File: config.mk
export PLATFORM = sky130hd
export DESIGN_NAME = cache_fill_responder
export DESIGN_NICKNAME = d
export VERILOG_FILES = /design/src/rtl/cache_fill_responder.sv
export SDC_FILE = /design/constraint.sdc
export NUM_CORES = 1
export LEC_CHECK = 0
export CAP_MARGIN = 40
export CORE_MARGIN = 2
export CORE_UTILIZATION = 40
export DETAILED_ROUTE_END_ITERATION = 7
export MAX_ROUTING_LAYER = met4
export PLACE_DENSITY = 0.65
export SKIP_LAST_GASP = 1
export SLEW_MARGIN = 10
export SYNTH_ARGS = -nofsm -noshare
export SYNTH_HDL_FRONTEND = slang
export SYNTH_SLANG_ARGS = --single-unit
File: constraint.sdc
create_clock -name clk -period 6.81 [get_ports clk]
set_input_delay 1.362 -clock clk [delete_from_list [all_inputs] [get_ports clk]]
set_output_delay 1.362 -clock clk [all_outputs]
set_load 0.02 [all_outputs]
File: src/rtl/cache_fill_responder.sv
// cache_fill_responder: memory-side responder for the cache line-fill handshake.
// Accepts a fill request, issues one 4-word burst read, collects the beats into
// a line buffer and replays the line critical-word-first on four consecutive
// cycles, with fill_strobe marking the critical word.
//
// Optional feature macro: FILL_LINEBUF_EN
//   When defined, the last completed line is kept tagged in the buffer; a repeat
//   request to that line is served straight from the buffer, and snooped CPU
//   writes to the line invalidate it.
//
// Ports:
//   clk, reset          clock; synchronous active-high reset
//   fill_req/fill_addr  cache fill request (level) and word address [ADDR_HI:1]
//   fill_strobe         one-cycle pulse with the critical word on fill_data
//   fill_data           16-bit fill word stream
//   mem_req/mem_addr    burst read command and line address, held until mem_ack
//   mem_ack             command accepted
//   mem_rvalid/rdata    read beats, line order 0..3, gaps allowed
//   snoop_we/addr       observed CPU write (used only with FILL_LINEBUF_EN)
module cache_fill_responder #(
    parameter int unsigned ADDR_HI = 25
) (
    input  logic              clk,
    input  logic              reset,
    input  logic              fill_req,
    input  logic [ADDR_HI:1]  fill_addr,
    output logic              fill_strobe,
    output logic [15:0]       fill_data,
    output logic              mem_req,
    output logic [ADDR_HI:3]  mem_addr,
    input  logic              mem_ack,
    input  logic              mem_rvalid,
    input  logic [15:0]       mem_rdata,
    input  logic              snoop_we,
    input  logic [ADDR_HI:1]  snoop_addr
);

    localparam int unsigned DATA_W = 16;
    localparam int unsigned WORDS  = 4;

    typedef enum logic [1:0] {
        S_IDLE,
        S_CMD,
        S_COLLECT,
        S_STREAM
    } state_t;

    state_t              state_q, state_d;
    logic [1:0]          cnt_q, cnt_d;
    logic [1:0]          k_q, k_d;
    logic [1:0]          crit_q, crit_d;
    logic [ADDR_HI:3]    line_q, line_d;
    logic [DATA_W-1:0]   buf_q [WORDS];
    logic                buf_we;
    logic [1:0]          buf_wa;
    logic                mem_req_d;
    logic [ADDR_HI:3]    mem_addr_d;
    logic                fill_strobe_d;
    logic [DATA_W-1:0]   fill_data_d;
    logic                hit_c;

`ifdef FILL_LINEBUF_EN
    logic [ADDR_HI:3]    tag_q, tag_d;
    logic                valid_q, valid_d;
    logic                pend_q, pend_d;
    logic                snoop_tag_c;
    logic                snoop_line_c;
    logic                snoop_req_c;
    logic                unused_snoop_lo;

    // Snoop comparisons against the buffered tag, the line being fetched, and
    // the line being requested right now.
    assign snoop_tag_c  = snoop_we && (snoop_addr[ADDR_HI:3] == tag_q);
    assign snoop_line_c = snoop_we && (snoop_addr[ADDR_HI:3] == line_q);
    assign snoop_req_c  = snoop_we && (snoop_addr[ADDR_HI:3] == fill_addr[ADDR_HI:3]);
    // A write landing in the same cycle as the request disqualifies the hit.
    assign hit_c = valid_q && !snoop_tag_c && (fill_addr[ADDR_HI:3] == tag_q);
    assign unused_snoop_lo = ^snoop_addr[2:1];
`else
    logic unused_snoop;

    assign hit_c = 1'b0;
    assign unused_snoop = ^{snoop_we, snoop_addr};
`endif

    // Next-state and next-output logic.
    always_comb begin
        state_d       = state_q;
        cnt_d         = cnt_q;
        k_d           = k_q;
        crit_d        = crit_q;
        line_d        = line_q;
        buf_we        = 1'b0;
        buf_wa        = cnt_q;
        mem_req_d     = mem_req;
        mem_addr_d    = mem_addr;
        fill_strobe_d = 1'b0;
        fill_data_d   = fill_data;
`ifdef FILL_LINEBUF_EN
        tag_d   = tag_q;
        pend_d  = pend_q;
        valid_d = valid_q;
        if (snoop_tag_c) begin
            valid_d = 1'b0;
        end
`endif

        case (state_q)
            S_IDLE: begin
                if (fill_req) begin
                    line_d = fill_addr[ADDR_HI:3];
                    crit_d = fill_addr[2:1];
                    if (hit_c) begin
                        state_d       = S_STREAM;
                        k_d           = 2'd0;
                        fill_strobe_d = 1'b1;
                        fill_data_d   = buf_q[fill_addr[2:1]];
                    end else begin
                        state_d    = S_CMD;
                        mem_req_d  = 1'b1;
                        mem_addr_d = fill_addr[ADDR_HI:3];
`ifdef FILL_LINEBUF_EN
                        // Buffer is about to be overwritten.
                        valid_d = 1'b0;
                        pend_d  = snoop_req_c;
`endif
                    end
                end
            end

            S_CMD: begin
                if (mem_ack) begin
                    mem_req_d = 1'b0;
                    state_d   = S_COLLECT;
                    cnt_d     = 2'd0;
                    // Beat 0 may arrive together with the ack.
                    if (mem_rvalid) begin
                        buf_we = 1'b1;
                        buf_wa = 2'd0;
                        cnt_d  = 2'd1;
                    end
                end
`ifdef FILL_LINEBUF_EN
                if (snoop_line_c) begin
                    pend_d = 1'b1;
                end
`endif
            end

            S_COLLECT: begin
                if (mem_rvalid) begin
                    buf_we = 1'b1;
                    buf_wa = cnt_q;
                    cnt_d  = cnt_q + 2'd1;
                    if (cnt_q == 2'd3) begin
                        state_d       = S_STREAM;
                        k_d           = 2'd0;
                        fill_strobe_d = 1'b1;
                        // Critical word 3 is the beat being written this cycle.
                        fill_data_d   = (crit_q == 2'd3) ? mem_rdata : buf_q[crit_q];
`ifdef FILL_LINEBUF_EN
                        tag_d   = line_q;
                        valid_d = !pend_q && !snoop_line_c;
`endif
                    end
                end
`ifdef FILL_LINEBUF_EN
                if (snoop_line_c) begin
                    pend_d = 1'b1;
                end
`endif
            end

            S_STREAM: begin
                if (k_q == 2'd3) begin
                    state_d = S_IDLE;
                end else begin
                    k_d         = k_q + 2'd1;
                    fill_data_d = buf_q[2'(crit_q + k_q + 2'd1)];
                end
            end

            default: begin
                state_d = S_IDLE;
            end
        endcase
    end

    // State and registered outputs.
    always_ff @(posedge clk) begin
        if (reset) begin
            state_q     <= S_IDLE;
            cnt_q       <= 2'd0;
            k_q         <= 2'd0;
            crit_q      <= 2'd0;
            line_q      <= '0;
            mem_req     <= 1'b0;
            mem_addr    <= '0;
            fill_strobe <= 1'b0;
            fill_data   <= '0;
`ifdef FILL_LINEBUF_EN
            tag_q       <= '0;
            valid_q     <= 1'b0;
            pend_q      <= 1'b0;
`endif
        end else begin
            state_q     <= state_d;
            cnt_q       <= cnt_d;
            k_q         <= k_d;
            crit_q      <= crit_d;
            line_q      <= line_d;
            mem_req     <= mem_req_d;
            mem_addr    <= mem_addr_d;
            fill_strobe <= fill_strobe_d;
            fill_data   <= fill_data_d;
`ifdef FILL_LINEBUF_EN
            tag_q       <= tag_d;
            valid_q     <= valid_d;
            pend_q      <= pend_d;
`endif
            if (buf_we) begin
                buf_q[buf_wa] <= mem_rdata;
            end
        end
    end

endmodule

==> out/metrics.yaml, run 1 <==
detailed_routing:
  drt-pass1-iter-count: 4
  route.detailed.drc: 0
  routed_via_density: 5.45
  dr.first_iter.drc_count: 386
  ant_nets: 0
  wl_microns: 13500
  drt-wirelength-per-cell_microns: 18.4
  vias: 3993
critical_path:
  end_kind: "flip-flop"
  critPathLaunchType: "primary input"
  reg2reg_slack_ns: 4.15
  crit_type: "in -> reg"
  crit_arrival_ns: 3.29
  required_ns: 6.92
  path_max_fanout: 9
  rr_worst_depth: 7
sta:
  fin_skew_ns: 0.0127
  setup_viol: 0
  fin_setup_tns_ns: 0
  relSlewSlack_pct: 29.1
  hold_violations: 0
  report.final.slew_viol_count: 0
  period_needed_ns: 3.18
  fin_ws_ns: 3.63
  rsz0062_at_grt: "false"
  period_share_pct: 46.6
  tightest_slew_ns: 1.06
  fmaxAchievable_mhz: 315
yosys:
  synth_cells: 460
  ys_seq_elements: 115
  yosysWarnings: 0
  synth_ff_type: "edfxtp_1"
  syn_nets: 541
  yosysTopAreaCell: "edfxtp_1"
  synth_edf_count: 64
  ys_async_sr_fraction_pct: 0
  synth_cell_type_count: 40
  avgSynthCellArea_sq_um: 11.3
  synth_area_sq_um: 5190
  synth_top_area_share_pct: 37.0
  ys_seq_area_share_pct: 56.6
  yosys-top-cells-area: "edfxtp_1 (37%), dfxtp_1 (20%), nand2_1 (5.1%), mux2i_1 (3.9%), mux2_2 (3.7%)"
final_layout:
  diodes: 0
  final_nets: 628
  fin_cells: 732
  final_area_sq_um: 6900
  utilization_pct: 54.4
  syn_to_final_growth_pct: 32.8
  drive_gt1_share_pct: 12.5
power_and_ir_drop:
  power.internal_mw: 1.61
  p_sw_mw: 0.676
  pwr-share-clk_pct: 36.0
  ir_worst_vdd_v: 0.000201
  power.leakage_nw: 2.35
  swShare_pct: 29.5
  power_density_nw_per_um2: 332
  share_seq_of_total_power_pct: 37.2
  p_comb_share_pct: 26.8
cts:
  cts_hold_buf: 0
  post-cts-setup-buffers: 0
  clock_latency_ns: 0.41
  cts_sinks: 115
  clkTransAtPathRegs_ns: 0.05
  cts_resized: 0
  cts_buffer_depth: 2
  cts_root_buffer: "clkbuf_16"
  cts_max_level: 4
  cts_tree: "done"
  numCtsBuffers: 17
global_routing:
  grt_pass1_vias: 4243
  grt_pass1_wl_microns: 22000
  grt.overflow.total: 0
  antenna_found_initial: 0
  grt_max_degree: 35
  grtUsageTotal_pct: 20.8
run:
  drv_cap: 0
run_status:
  status: "complete, no violations"
place:
  portBuffers: 86
  placed_area_sq_um: 6340
  pre_cts_slack_ns: 3.22
  dp.cells: 700
  dpl.hpwl_microns: 8440
  gp_congestion: 0.758
floorplanning:
  die_width_microns: 118
  rows: 41
  die-height_microns: 118
  core_area_sq_um: 12700
  fp.dieArea_sq_um: 13900
  io_pins: 113
  start_util_pct: 41.0
worst_hold_path:
  min_delay_path_depth: 2
  hp-class: "reg -> reg"
## sequential cells by signal (all words and copies together), names as in the netlist, named ones only
signal,cells
buf_q,64
cnt_q,2
crit_q,2
fill_data,16
fill_strobe,1
k_q,2
mem_addr,23
mem_req,1
state_q,2
## critical path, cell delays in order
cell             delay, ns
clkdlybuf4s50_1       0.63
nor2b_1               0.21
nand3_1               0.29
nor2_2                0.54
buf_6                 0.23
## power groups by stage
stage	clock network, mW	registers (mW)	logic [mW]
finish	0.824	0.851	0.612
detailed placement	0	0.864	0.612
floorplan	0	0.907	0.321
CTS	0.837	0.851	0.617
global route	0.871	0.858	0.662
global placement	0	0.865	0.574
## path summary, 6_finish.rpt
kind / from / end
hold reg to reg: mem_addr[21] / mem_addr[21]
setup / recovery: mem_rvalid / buf_q[0][7]
hold / removal: mem_addr[21] / mem_addr[21]
setup reg to reg: crit_q[0] / fill_data[5]
## cell usage after synthesis, types with 3 or more instances
library cell and number:
clkbuf_1 17, nor2b_1 23, o22a_1 16, edfxtp_1 64, a31oi_1 3, a211oi_1 3, a2111oi_0 16, mux2_2 17
nand2_1 71, a32o_1 16, nor4_1 16, ha_1 9, a21oi_1 27, buf_2 11, nor3b_1 16, mux2i_1 20
inv_1 8, nor2_1 26, and3_1 3, dfxtp_1 51
## routing by layer
metal | wire length [microns] | vias to the layer above | GRT usage [%]
met5 | 0 | - | -
met3 | 820 | 13 | 5.62
met2 | 6670 | 141 | 33.1
li1 | - | 1900 | -
met4 | 148 | 0 | 7.30
met1 | 5860 | 1939 | 25.7
## cells by family after synthesis
group                    synth area share, %
XOR/XNOR                               0.602
AND/OR/NAND/NOR                         15.6
AO/OA/AOI/OAI                           14.0
buffers and inverters                   3.37
multiplexers                            7.54
flip-flops                              56.6
adder cells (fa/ha/maj)                 2.17
## cell usage in the layout, fill, tap and decap left out, types with 6 or more instances in the layout
| cell type | synthesis | layout |
|---|---|---|
| clkdlybuf4s50_1 | 0 | 86 |
| nand2_1 | 71 | 71 |
| edfxtp_1 | 64 | 64 |
| dfxtp_1 | 51 | 51 |
| a21oi_1 | 27 | 27 |
| nor2_1 | 26 | 24 |
| nor2b_1 | 23 | 22 |
| mux2i_1 | 20 | 20 |
| clkbuf_16 | 0 | 18 |
| mux2_2 | 17 | 17 |
| a2111oi_0 | 16 | 16 |
| nor3b_1 | 16 | 16 |
| nor4_1 | 16 | 16 |
| o22a_1 | 16 | 16 |
| a32o_1 | 16 | 16 |
| ha_1 | 9 | 9 |
| inv_1 | 8 | 8 |
| buf_8 | 0 | 6 |
## through the flow
step	power (mW)	hold slack [ns]
final	2.29	0.451
after global routing	2.39	0.475
after CTS	2.31	0.454
after detailed placement	1.48	0.448
after global placement	1.44	0.442
after floorplan	1.23	0.479
## area by class of cell
type / count / area [sq um]
Clock buffer: 28 / 538
Clock inverter: 4 / 20.0
Fill cell: 1120 / 5770
Inverter: 8 / 30.0
Multi-Input combinational cell: 306 / 2140
Sequential cell: 115 / 2940
Tap cell: 172 / 215
Timing Repair Buffer: 99 / 1010
Power figures use the tool's default switching activity.
==> run 2: changes to the inputs <==
==> constraint.sdc (replaced) <==
create_clock -name clk -period 3.3 [get_ports clk]
set_input_delay 0.66 -clock clk [delete_from_list [all_inputs] [get_ports clk]]
set_output_delay 0.66 -clock clk [all_outputs]
set_load 0.02 [all_outputs]
==> run 2 against run 1 <==
  * Combinational power up 100%
  * Final area increased by 0.78%
  * Highest routed layer unchanged
  * Clock-buffer cell count is 11 lower
  * Clock power grew to 2.5 times the previous value
  * Via count rose by 0.95%
  * Wire length fell by 2.2%
  * Setup slack lost 2.8 ns
  * Cell count grew 0.55%
  * Sequential power is 100% higher
  * Critical path depth is 1 higher
  * Utilization up 0.42 points
==> out/metrics.yaml, run 2 (synthesis results as in run 1) <==
run_status:
  status: "complete, no violations"  # unchanged
detailed_routing:
  dr.first_iter.drc_count: 258  # was 386
  vias: 4031  # was 3993
  drt-pass1-iter-count: 6  # was 4
  ant_nets: 0  # unchanged
  route.detailed.drc: 0  # unchanged
  drt-wirelength-per-cell_microns: 17.9  # was 18.4 microns
  wl_microns: 13200  # was 13500 microns
  routed_via_density: 5.48  # was 5.45
place:
  gp_congestion: 0.778  # was 0.758
  portBuffers: 86  # unchanged
  placed_area_sq_um: 6270  # was 6340 sq um
  dp.cells: 704  # was 700
  pre_cts_slack_ns: 0.458  # was 3.22 ns
  dpl.hpwl_microns: 8140  # was 8440 microns
power_and_ir_drop:
  power.leakage_nw: 2.37  # was 2.35 nW
  power_density_nw_per_um2: 733  # was 332 nW/um^2
  ir_worst_vdd_v: 0.000351  # was 0.000201 V
global_routing:
  grt_max_degree: 39  # was 35
  antenna_found_initial: 0  # unchanged
  grtUsageTotal_pct: 20.1  # was 20.8%
  grt.overflow.total: 0  # unchanged
  grt_pass1_wl_microns: 21200  # was 22000 microns
  grt_pass1_vias: 4188  # was 4243
cts:
  cts_tree: "done"  # unchanged
  cts_root_buffer: "clkbuf_16"  # unchanged
  numCtsBuffers: 17  # unchanged
  cts_max_level: 4  # unchanged
  cts_buffer_depth: 2  # unchanged
  cts_resized: 0  # unchanged
  clkTransAtPathRegs_ns: 0.06  # was 0.05 ns
  cts_hold_buf: 0  # unchanged
  clock_latency_ns: 0.42  # was 0.41 ns
  post-cts-setup-buffers: 0  # unchanged
  cts_sinks: 115  # unchanged
final_layout:
  final_area_sq_um: 6950  # was 6900 sq um
  final_nets: 632  # was 628
  fillCellCount: 1107  # was 1120
  layout_common_cells: "clkdlybuf4s50_1 (86), nand2_1 (71), edfxtp_1 (64)"  # unchanged
  drive_gt1_share_pct: 12.9  # was 12.5%
  largest_register: "buf_q"  # unchanged
  diodes: 0  # unchanged
  fin_cells: 736  # was 732
  largest_reg_flops: 64  # unchanged
  syn_to_final_growth_pct: 33.8  # was 32.8%
  reg.largest.list: "buf_q x64, mem_addr x23, fill_data x16"  # unchanged
  mostFrequentLayoutCell: "clkdlybuf4s50_1"  # unchanged
floorplanning:
  fp.dieArea_sq_um: 13900  # unchanged
  die-height_microns: 118  # unchanged
  io_pins: 113  # unchanged
  die_width_microns: 118  # unchanged
  start_util_pct: 41.0  # unchanged
  rows: 41  # unchanged
  core_area_sq_um: 12700  # unchanged
sta:
  period_share_pct: 75.5
  relSlewSlack_pct: 43.0  # was 29.1%
  rsz0062_at_grt: "false"  # unchanged
  tightest_slew_ns: 0.853  # was 1.06 ns
  fin_ws_ns: 0.810  # was 3.63 ns
  fin_setup_tns_ns: 0  # unchanged
  report.final.slew_viol_count: 0  # unchanged
  fin_skew_ns: 0.0116  # was 0.0127 ns
  hold_violations: 0  # unchanged
  setup_viol: 0  # unchanged
  fmaxAchievable_mhz: 402
  period_needed_ns: 2.49
critical_path:
  crit_arrival_ns: 2.84  # was 3.29 ns
  max_stage_delay_ns: 0.73  # was 0.63 ns
  path_max_fanout: 16  # was 9
  end_kind: "flip-flop"  # unchanged
  required_ns: 3.65  # was 6.92 ns
  path_buf_inv: 1  # was 2
  crit_chain: "inv_1 > ha_1 > a21boi_4 > a2111o_1 > nor4_1 > a32o_1"  # was clkdlybuf4s50_1 > nor2b_1 > nand3_1 > nor2_2 > buf_6
  cp_top_family: "compound AO/OA/AOI/OAI gates"  # was simple AND/OR/NAND/NOR gates
  critPathLaunchType: "flip-flop"  # was primary input
  crit_path_top_delay_cell: "a2111o_1"  # was clkdlybuf4s50_1
  crit_type: "reg -> reg"  # was in -> reg
run:
  drv_cap: 0  # unchanged
worst_hold_path:
  hp-class: "reg -> reg"  # unchanged
## run 2: worst paths after layout
| check | slack (ns) | startpoint | to | depth (start not counted) |
|---|---|---|---|---|
| max | 0.81 | state_q[0] | fill_data[13] | 6 |
| min | 0.45 | mem_addr[6] | mem_addr[6] | 2 |
| max reg2reg | 0.81 | state_q[0] | fill_data[13] | 6 |
| min reg2reg | 0.45 | mem_addr[6] | mem_addr[6] | 2 |
## run 2: report_power, final
part	switching, mW	internal [mW]	total [mW]	leakage [nW]
logic	0.686	0.564	1.25	1.06
clock network	0.680	1.42	2.10	0.320
registers	0.0962	1.65	1.74	0.992
## run 2: layout make-up
| cell class | instances | area, sq um | area share, % |
|---|---|---|---|
| Clock buffer | 17 | 425 | 6.12 |
| Inverter | 8 | 30.0 | 0.432 |
| Tap cell | 172 | 215 | 3.10 |
| Sequential cell | 115 | 2940 | 42.3 |
| Timing Repair Buffer | 103 | 988 | 14.2 |
| Clock inverter | 15 | 255 | 3.67 |
| Multi-Input combinational cell | 306 | 2090 | 30.1 |
## run 2: per-layer routing
| layer | global-route usage (%) | wire length [microns] | share of wire, % |
|---|---|---|---|
| met1 | 24.0 | 5790 | 44 |
| met2 | 32.3 | 6330 | 48 |
| met3 | 5.43 | 827 | 6.3 |
| met4 | 8.36 | 248 | 1.9 |
| met5 | - | 0 | 0 |
## run 2: worst reg2reg max path, delay by kind of cell, from the launching register on
family	cells	cell delay, ns
adders and majority gates	1	0.32
buffers and inverters	1	0.11
and+or+nand+nor	1	0.45
AOI/OAI and AO/OA	3	1.14
DFF	1	0.42
## run 2: per-stage QoR
stage,hold slack (ns),utilization (%),power (mW)
after floorplan,0.479,-,2.53
after global placement,0.442,49.5,2.98
final,0.454,54.9,5.10
after detailed placement,0.448,49.5,3.01
after global routing,0.471,54.9,5.29
after CTS,0.456,54.9,5.12
==> run 3: changes to the inputs <==
==> constraint.sdc (replaced) <==
create_clock -name clk -period 2.5 [get_ports clk]
set_input_delay 0.5 -clock clk [delete_from_list [all_inputs] [get_ports clk]]
set_output_delay 0.5 -clock clk [all_outputs]
set_load 0.02 [all_outputs]
==> run 3 against run 2 <==
  * Die area unchanged
  * Cell count up 2.0%
  * Via count up 1.6%
  * Clock power up 10%
  * Sequential share of layout area down 0.20 points
  * Non-clock buffer count up 15
  * Register-to-register slack worse by 0.60 ns
  * Largest power group is now registers
==> out/metrics.yaml, run 3 (synthesis results as in run 1) <==
run_status:
  status: "complete, no violations"  # unchanged
global_routing:
  grtUsageTotal_pct: 20.2  # was 20.1%
  grt_pass1_wl_microns: 21200  # about the same
  grt_max_degree: 26  # was 39
  grt_pass1_vias: 4155  # was 4188
  grtUsageMet2_pct: 31.8  # was 32.3%
  met3_usage_pct: 5.23  # was 5.43%
  gr-usage-met1_pct: 24.9  # was 24.0%
  antenna_found_initial: 0  # unchanged
  grt.overflow.total: 0  # unchanged
  grt.busiest_layer: "met2"  # unchanged
final_layout:
  final_area_sq_um: 6980  # was 6950 sq um
  drive_gt1_share_pct: 14.0  # was 12.9%
  mostFrequentLayoutCell: "clkdlybuf4s50_1"  # unchanged
  final_nets: 647  # was 632
  layout_common_cells: "clkdlybuf4s50_1 (86), nand2_1 (71), edfxtp_1 (64)"  # unchanged
  largest_reg_flops: 64  # unchanged
  diodes: 0  # unchanged
  syn_to_final_growth_pct: 34.4  # was 33.8%
  reg.largest.list: "buf_q x64, mem_addr x23, fill_data x16"  # unchanged
  largest_register: "buf_q"  # unchanged
cts:
  cts_resized: 0  # unchanged
  clkTransAtPathRegs_ns: 0.05  # was 0.06 ns
  cts_tree: "done"  # unchanged
  cts_hold_buf: 0  # unchanged
  cts_max_level: 4  # unchanged
  numCtsBuffers: 17  # unchanged
  cts_sinks: 115  # unchanged
  post-cts-setup-buffers: 0  # unchanged
  cts_buffer_depth: 2  # unchanged
  clock_latency_ns: 0.41  # was 0.42 ns
  cts_root_buffer: "clkbuf_16"  # unchanged
sta:
  hold_violations: 0  # unchanged
  period_needed_ns: 2.29  # was 2.49 ns
  fin_skew_ns: 0.00888  # was 0.0116 ns
  fmaxAchievable_mhz: 436  # was 402 MHz
  period_share_pct: 91.8  # was 75.5%
  relSlewSlack_pct: 54.4  # was 43.0%
  setup_viol: 0  # unchanged
  tightest_slew_ns: 0.683  # was 0.853 ns
  rsz0062_at_grt: "false"  # unchanged
  report.final.slew_viol_count: 0  # unchanged
  fin_ws_ns: 0.206  # was 0.810 ns
run:
  drv_cap: 0  # unchanged
place:
  placed_area_sq_um: 6420  # was 6270 sq um
  pre_cts_slack_ns: 0.106  # was 0.458 ns
  dpl.hpwl_microns: 8670  # was 8140 microns
  portBuffers: 86  # unchanged
  gp_congestion: 0.795  # was 0.778
critical_path:
  path_buf_inv: 2  # was 1
  end_kind: "flip-flop"  # unchanged
  cp_top_family: "compound AO/OA/AOI/OAI gates"  # unchanged
  max_stage_delay_ns: 0.40  # was 0.73 ns
  crit_chain: "inv_1 > ha_1 > a21boi_4 > a2111o_1 > buf_4 > nor4_1 > a32o_1"  # was inv_1 > ha_1 > a21boi_4 > a2111o_1 > nor4_1 > a32o_1
  required_ns: 2.85  # was 3.65 ns
  crit_type: "reg -> reg"  # unchanged
  crit_path_top_delay_cell: "dfxtp_1"  # was a2111o_1
  crit_arrival_ns: 2.64  # was 2.84 ns
  critPathLaunchType: "flip-flop"  # unchanged
  path_max_fanout: 16  # unchanged
floorplanning:
  fp.dieArea_sq_um: 13900  # unchanged
  start_util_pct: 41.0  # unchanged
  io_pins: 113  # unchanged
  rows: 41  # unchanged
  core_area_sq_um: 12700  # unchanged
  die-height_microns: 118  # unchanged
  die_width_microns: 118  # unchanged
detailed_routing:
  vias: 4097  # was 4031
  wl_microns: 13400  # was 13200 microns
  routed_via_density: 5.46  # was 5.48
  route.detailed.drc: 0  # unchanged
  drt-pass1-iter-count: 5  # was 6
  dr.first_iter.drc_count: 404  # was 258
  ant_nets: 0  # unchanged
  drt-wirelength-per-cell_microns: 17.9  # about the same
power_and_ir_drop:
  power.leakage_nw: 2.42  # was 2.37 nW
  power_density_nw_per_um2: 907  # was 733 nW/um^2
  ir_worst_vdd_v: 0.000554  # was 0.000351 V
worst_hold_path:
  hp-class: "reg -> reg"  # unchanged
## run 3: metrics by stage
stage	power (mW)	TNS [ns]	util (%)	hold slack (ns)	cells
after floorplan	3.35	-1.41	-	0.479	460
after global placement	4.01	0	50.6	0.441	719
after detailed placement	4.04	0	50.6	0.448	719
after CTS	6.38	0	55.1	0.455	751
after global routing	6.60	0	55.1	0.473	751
final	6.33	0	55.1	0.453	751
## run 3: layer usage
layer | wire (microns) | vias to the layer above
met4 | 188 | 0
met3 | 734 | 16
li1 | - | 1940
met1 | 5980 | 1996
met5 | 0 | -
met2 | 6530 | 145
## run 3: area by class of cell
class / instances / area (sq um)
clock buffer: 26 / 489
clock inverter: 6 / 78.8
fill: 1083 / 5690
inverter: 8 / 30.0
multi-input combinational: 306 / 2100
sequential: 115 / 2940
tap: 172 / 215
timing repair buffer: 118 / 1130
## run 3: path summary, 6_finish.rpt
path	startpoint	end	slack (ns)	depth (start not counted)
worst max-delay path	state_q[0]	fill_data[7]	0.21	7
worst min-delay path	mem_addr[3]	mem_addr[3]	0.45	2
worst max register to register	state_q[0]	fill_data[7]	0.21	7
worst min register to register	mem_addr[3]	mem_addr[3]	0.45	2
## run 3: power breakdown
part	leakage [nW]	internal, mW	switching [mW]	total, mW
Sequential	0.992	2.18	0.139	2.32
Combinational	1.15	0.798	0.903	1.70
Clock	0.280	1.53	0.783	2.32
Total	2.42	4.51	1.82	6.33
## run 3: worst min-delay path: cells and delay by family, from the launching register on
kind               cells  cell delay (ns)
AOI/OAI and AO/OA      1             0.05
and+or+nand+nor        1             0.05
DFF                    1             0.30
